`src/rtl/vga_timing_core.sv`:
```
// ---------------------------------------------------------------------------
// vga_timing_core
//
// Parametrised VGA timing generator with frame-synchronous object buffering.
// Produces pixel/line counters, delayed sync/de for renderer alignment, and
// line/frame pulses. Object coordinates from the game logic are staged and
// committed only at the start of vertical blanking, so the renderer never
// sees a position change mid-frame.
//
// Ports:
//   clk, rst_n           clock, asynchronous active-low reset
//   vga_clk              pixel enable (one clk wide); all timing advances on it
//   obj_load             capture obj_x_in/obj_y_in into the staging buffer
//   obj_x_in, obj_y_in   packed coordinates, object 0 in the LSBs
//   obj_x, obj_y         committed coordinates for the renderer
//   obj_pending          staging holds data not yet committed
//   h_cnt, v_cnt         current column / line (undelayed)
//   de, hor_sync,        active video and syncs, delayed PIPE_DEPTH enables
//   ver_sync
//   line_start,          one-clk pulses after the edge where h_cnt (and v_cnt)
//   frame_start          became 0
//   vblank               level, v_cnt >= V_ACTIVE
// ---------------------------------------------------------------------------
module vga_timing_core #(
    parameter int H_ACTIVE   = 640,
    parameter int H_FRONT    = 16,
    parameter int H_SYNC     = 96,
    parameter int H_BACK     = 48,
    parameter int V_ACTIVE   = 480,
    parameter int V_FRONT    = 10,
    parameter int V_SYNC     = 2,
    parameter int V_BACK     = 33,
    parameter bit HS_POL     = 1'b0,
    parameter bit VS_POL     = 1'b0,
    parameter int PIPE_DEPTH = 2,
    parameter int NUM_OBJ    = 4,
    parameter int COORD_W    = 10
) (
    input  logic                       clk,
    input  logic                       rst_n,
    input  logic                       vga_clk,
    input  logic                       obj_load,
    input  logic [NUM_OBJ*COORD_W-1:0] obj_x_in,
    input  logic [NUM_OBJ*COORD_W-1:0] obj_y_in,
    output logic [NUM_OBJ*COORD_W-1:0] obj_x,
    output logic [NUM_OBJ*COORD_W-1:0] obj_y,
    output logic                       obj_pending,
    output logic [COORD_W-1:0]         h_cnt,
    output logic [COORD_W-1:0]         v_cnt,
    output logic                       de,
    output logic                       hor_sync,
    output logic                       ver_sync,
    output logic                       line_start,
    output logic                       frame_start,
    output logic                       vblank
);

    localparam int H_TOTAL = H_ACTIVE + H_FRONT + H_SYNC + H_BACK;
    localparam int V_TOTAL = V_ACTIVE + V_FRONT + V_SYNC + V_BACK;

    // Refuse to elaborate if the counters cannot hold a full line/frame.
    if (((H_TOTAL - 1) >> COORD_W) != 0 || ((V_TOTAL - 1) >> COORD_W) != 0) begin : g_width_check
        $fatal(1, "COORD_W too narrow for H_TOTAL-1 / V_TOTAL-1");
    end
    if (PIPE_DEPTH < 0 || PIPE_DEPTH > 8) begin : g_depth_check
        $fatal(1, "PIPE_DEPTH must be in 0..8");
    end

    localparam logic [COORD_W-1:0] H_LAST   = COORD_W'(H_TOTAL - 1);
    localparam logic [COORD_W-1:0] V_LAST   = COORD_W'(V_TOTAL - 1);
    localparam logic [COORD_W-1:0] H_ACT    = COORD_W'(H_ACTIVE);
    localparam logic [COORD_W-1:0] V_ACT    = COORD_W'(V_ACTIVE);
    localparam logic [COORD_W-1:0] HS_START = COORD_W'(H_ACTIVE + H_FRONT);
    localparam logic [COORD_W-1:0] HS_END   = COORD_W'(H_ACTIVE + H_FRONT + H_SYNC);
    localparam logic [COORD_W-1:0] VS_START = COORD_W'(V_ACTIVE + V_FRONT);
    localparam logic [COORD_W-1:0] VS_END   = COORD_W'(V_ACTIVE + V_FRONT + V_SYNC);

    logic [COORD_W-1:0] h_q, h_d, v_q, v_d;
    logic               de_raw, hs_raw, vs_raw;
    logic               commit;

    // NOTE: every always_comb output gets a default first, so no path leaves
    // a signal unassigned and no latch is inferred.
    always_comb begin
        h_d = h_q;
        v_d = v_q;
        if (vga_clk) begin
            if (h_q == H_LAST) begin
                h_d = '0;
                v_d = (v_q == V_LAST) ? '0 : v_q + 1'b1;
            end else begin
                h_d = h_q + 1'b1;
            end
        end
    end

    // Raw timing is decoded from the next counter values so that the first
    // pipeline stage lines up with h_cnt/v_cnt; PIPE_DEPTH adds stages after it.
    assign de_raw = (h_d < H_ACT) && (v_d < V_ACT);
    assign hs_raw = (h_d >= HS_START) && (h_d < HS_END);
    assign vs_raw = (v_d >= VS_START) && (v_d < VS_END);

    // Start of vertical blanking: the enable edge entering line V_ACTIVE.
    assign commit = vga_clk && (h_d == '0) && (v_d == V_ACT);

    logic [PIPE_DEPTH:0] de_pipe_q, hs_pipe_q, vs_pipe_q;
    logic                line_q, frame_q;

    // NOTE: sequential state uses non-blocking assignments only, so every
    // register in the block samples the pre-edge value of its sources.
    always_ff @(posedge clk or negedge rst_n) begin
        if (!rst_n) begin
            h_q       <= '0;
            v_q       <= '0;
            de_pipe_q <= '0;
            hs_pipe_q <= {(PIPE_DEPTH + 1){~HS_POL}};
            vs_pipe_q <= {(PIPE_DEPTH + 1){~VS_POL}};
            line_q    <= 1'b0;
            frame_q   <= 1'b0;
        end else begin
            h_q     <= h_d;
            v_q     <= v_d;
            line_q  <= vga_clk && (h_d == '0);
            frame_q <= vga_clk && (h_d == '0) && (v_d == '0);
            if (vga_clk) begin
                de_pipe_q[0] <= de_raw;
                hs_pipe_q[0] <= hs_raw ? HS_POL : ~HS_POL;
                vs_pipe_q[0] <= vs_raw ? VS_POL : ~VS_POL;
                for (int i = 1; i <= PIPE_DEPTH; i++) begin
                    de_pipe_q[i] <= de_pipe_q[i-1];
                    hs_pipe_q[i] <= hs_pipe_q[i-1];
                    vs_pipe_q[i] <= vs_pipe_q[i-1];
                end
            end
        end
    end

    logic [NUM_OBJ*COORD_W-1:0] stage_x_q, stage_y_q, obj_x_q, obj_y_q;
    logic                       pend_q;

    // A load on the commit edge publishes the old staging contents (read
    // before this edge) while capturing the new inputs, so pending stays set.
    // NOTE: the staging buffer is a register bank rather than a RAM and is
    // cleared on reset, so stale coordinates can never be committed.
    always_ff @(posedge clk or negedge rst_n) begin
        if (!rst_n) begin
            stage_x_q <= '0;
            stage_y_q <= '0;
            obj_x_q   <= '0;
            obj_y_q   <= '0;
            pend_q    <= 1'b0;
        end else begin
            if (commit && pend_q) begin
                obj_x_q <= stage_x_q;
                obj_y_q <= stage_y_q;
            end
            if (obj_load) begin
                stage_x_q <= obj_x_in;
                stage_y_q <= obj_y_in;
                pend_q    <= 1'b1;
            end else if (commit) begin
                pend_q <= 1'b0;
            end
        end
    end

    assign h_cnt       = h_q;
    assign v_cnt       = v_q;
    assign de          = de_pipe_q[PIPE_DEPTH];
    assign hor_sync    = hs_pipe_q[PIPE_DEPTH];
    assign ver_sync    = vs_pipe_q[PIPE_DEPTH];
    assign line_start  = line_q;
    assign frame_start = frame_q;
    assign vblank      = (v_q >= V_ACT);
    assign obj_x       = obj_x_q;
    assign obj_y       = obj_y_q;
    assign obj_pending = pend_q;

endmodule
```
`config.mk`:
```
export PLATFORM = sky130hd
export DESIGN_NAME = vga_timing_core
export DESIGN_NICKNAME = d
export VERILOG_FILES = /design/src/rtl/vga_timing_core.sv
export SDC_FILE = /design/constraint.sdc
export NUM_CORES = 1
export LEC_CHECK = 0
export CAP_MARGIN = 20
export CORE_MARGIN = 2
export CORE_UTILIZATION = 36
export DETAILED_ROUTE_END_ITERATION = 6
export HOLD_SLACK_MARGIN = 0.06
export PLACE_DENSITY_LB_ADDON = 0.05
export SYNTH_ARGS = -nofsm -noshare
export SYNTH_HDL_FRONTEND = slang
export SYNTH_SLANG_ARGS = --single-unit
export TNS_END_PERCENT = 100
```
`constraint.sdc`:
```
create_clock -name clk -period 2.55 [get_ports clk]
set_input_delay 0.51 -clock clk [delete_from_list [all_inputs] [get_ports clk]]
set_output_delay 0.51 -clock clk [all_outputs]
set_load 0.05 [all_outputs]
```
==> impl_metrics.ini <==
[setup_path]
max_stage_delay_ns = 0.43
slowest_stage = dfrtp_2
cp.depth = 10
critical_path_arrival_ns = 3.04
start_kind = register
critPathMaxFanout = 11
rr_worst_depth = 10
crit_chain = nor4b_4 -> buf_4 -> nand4_1 -> nor3_2 -> a311oi_2 -> nor4_4 -> nand4_4 -> buf_12 -> buf_16 -> mux2_4
crit_buf_inv = 3
path_delay_family = simple AND/OR/NAND/NOR gates
end_kind = register
cp_data_required_time_ns = 2.86
worstSetupPathType = reg -> reg

[clock_tree]
clock_latency_ns = 0.43
path_clk_slew_ns = 0.07
cts_made_buffers = 17
cts_buffer_depth = 2
h-tree-depth = 4
cts.sinks = 192
cts_root_buffer = clkbuf_16
cts_tree = yes

[status]
violations = negative setup slack
status = complete, but fails checks

[floorplan]
start_util = 0.364
die_w_um = 155
pin_count = 191
rows = 55
chipHeight_um = 155
core_area_mm2 = 0.0225
die-area_mm2 = 0.0240

[timing]
fin_setup_tns_ns = -12.61
skew_ns = 0.00937
min_period_over_period = 1.07
layout_setup_ws_ns = -0.178
hold-worst-slack_ns = 0.0787
worst_pin_slew_ns = 0.558
slew_headroom = 0.627
hold_violations = 0
slew_violations = 0
rsz0062_at_grt = true
fin_crit_ns = 2.73
fmax_ghz = 0.367
finalSetupViolations = 80

[synthesis]
syn_nets = 626
synth_edf_count = 0
yosysSeqAreaShare = 0.588
yosys_most_used_dff = dfrtp_1
async_reset_ff_frac = 1.00
syn_avg_cell_area_um2 = 15.2
netlist_instances = 539
ys.warnings.count = 0
ys_ff_latch = 192
syn_area_mm2 = 0.00818
yosysUniqueCellTypes = 52

[drt]
route.antenna.remaining_nets = 0
viasPerCell = 4.83
routed_wl_mm = 20.2
drcViolationCount = 0
vias = 5332
drtIter0Drc = 244
dr.pass1.iters = 4
wl_per_cell_um = 18.3

[worst_hold_path]
hp-class = in -> async

[finish]
final_layout_size_suffix_gt1_frac = 0.415
postLayoutCellArea_mm2 = 0.0120
antenna_cells = 0
final_nets = 893
final-instance-count-excl-fill = 1104
area_delta_synth_final_pct = 46.3

[power]
total_leakage_power_nw = 5.51
swShare = 0.259
power_frac_clock = 0.382
power.switching_mw = 1.84
power_frac_seq = 0.468
power_density_mw_per_mm2 = 594
irDropWorstVdd_mv = 0.379
pwr-share-comb = 0.151
intPower_mw = 5.26

[global_routing]
grt_pass1_wl_mm = 32.2
first_global_vias = 5639
antenna_found_initial = 0
grt.total_usage = 0.173
grt_max_degree = 82
grt_overflow = 0

[placed_design]
place_area_mm2 = 0.0109
port-buffer-count = 190
globalplace.congestion = 0.837
hpwl_mm = 13.1
place_inst = 1055

[run]
maxCapViolations = 0
==> state kept, by name, summed over array words and instances, names as in the netlist <==
| register | flops |
|---|---|
| obj_x | 40 |
| obj_pending | 1 |
| vs_pipe_q | 3 |
| v_cnt | 10 |
| obj_y | 40 |
| line_start | 1 |
| stage_y_q | 40 |
| frame_start | 1 |
| hs_pipe_q | 3 |
| h_cnt | 10 |
| de_pipe_q | 3 |
| stage_x_q | 40 |
==> per-layer routing <==
metal	share of wire	vias to the layer above	track usage
li1	-	2465	-
met1	0.47	2688	0.244
met2	0.46	158	0.264
met3	0.059	21	0.0448
met4	0.014	0	0.0525
met5	0	-	0
==> worst paths after layout <==
kind	start	end	slack, ns
min in group clk	vs_pipe_q[0]	vs_pipe_q[0]	0.49
worst max register to register	h_cnt[5]	obj_y[25]	-0.18
max in group asynchronous	rst_n	obj_y[4]	1.76
worst min register to register	vs_pipe_q[0]	vs_pipe_q[0]	0.49
worst min-delay path	rst_n	obj_y[25]	0.08
worst max-delay path	h_cnt[5]	obj_y[25]	-0.18
==> power by group through the flow <==
stage,sequential [mW],combinational (mW),clock [mW]
after floorplan,3.53,0.354,0
after global placement,3.37,1.02,0
after detailed placement,3.38,1.04,0
after CTS,3.32,1.04,2.80
after global routing,3.35,1.16,2.93
final,3.32,1.07,2.71
==> cell type report <==
class	count	area, µm²
Clock inverter	12	148
Fill cell	1850	10500
Clock buffer	20	447
Sequential cell	192	4830
Multi-Input combinational cell	313	3330
Inverter	7	26.3
Tap cell	285	357
Timing Repair Buffer	275	2840
==> stage by stage <==
step	utilization	setup slack (ns)	total power, mW
2_1_floorplan	-	-0.224	3.88
3_3_place_gp	0.485	-0.624	4.39
3_5_place_dp	0.485	-0.675	4.42
4_1_cts	0.526	-0.230	7.17
5_1_grt	0.532	-0.302	7.43
6_report	0.532	-0.178	7.11
==> Yosys cell counts (all sizes together) (2+ instances only) <==
master,count,area [µm²]
a31oi,4,25.0
a21oi,6,33.8
nor2,18,67.6
nor3,8,45.0
a22o,2,17.5
xnor2,6,52.6
nand3,9,45.0
ha,3,37.5
o21ai,9,45.0
nor4b,2,32.5
and3,7,43.8
clkbuf,10,37.5
and2,2,12.5
nor4,4,55.1
dfstp,6,158
buf,17,141
nand2b,4,25.0
mux2,169,2200
or4,2,15.0
a311oi,2,17.5
nand4,8,65.1
xor2,9,78.8
or3,3,23.8
inv,7,26.3
dfrtp,186,4650
nand2,17,63.8
a21o,3,22.5
mux2i,2,20.0
==> kinds of logic (layout without fill, tap and decap cells) <==
family | count (synthesis) | after routing | synth area share
flip-flops | 192 | 192 | 0.588
multiplexers | 171 | 171 | 0.272
AND/OR/NAND/NOR | 90 | 90 | 0.0665
AO/OA/AOI/OAI | 34 | 34 | 0.0281
buffers and inverters | 34 | 314 | 0.0251
XOR/XNOR | 15 | 15 | 0.0161
adder cells (fa/ha/maj) | 3 | 3 | 0.00459
==> layout by cell type, fill, tap and decap left out, types with 3 or more instances in the layout <==
cell type,instances
inv_8,3
buf_16,10
clkbuf_16,18
a21oi_1,5
buf_6,4
inv_1,5
o21ai_0,7
nor2_1,17
nand3_1,8
mux2_2,88
dfrtp_2,15
xnor2_1,6
dfstp_2,6
dfrtp_1,171
clkinvlp_4,3
mux2_4,81
buf_4,67
nand2_1,16
nor3_1,6
clkdlybuf4s50_1,186
xor2_1,9
buf_12,5
nand4_1,7
and3_1,6
a21o_1,3
nand2b_1,4
==> timing repair <==
item                                    4_1_cts  5_1_grt
resized for setup                            22       19
buffers inserted                              6        4
pin swaps                                     8       14
endpoints found under the hold margin         0        0
hold buffers                                  0        0
endpoints found under the setup margin       81       81
cloned                                        8        1
No activity file was read; power rests on OpenSTA's default activity.
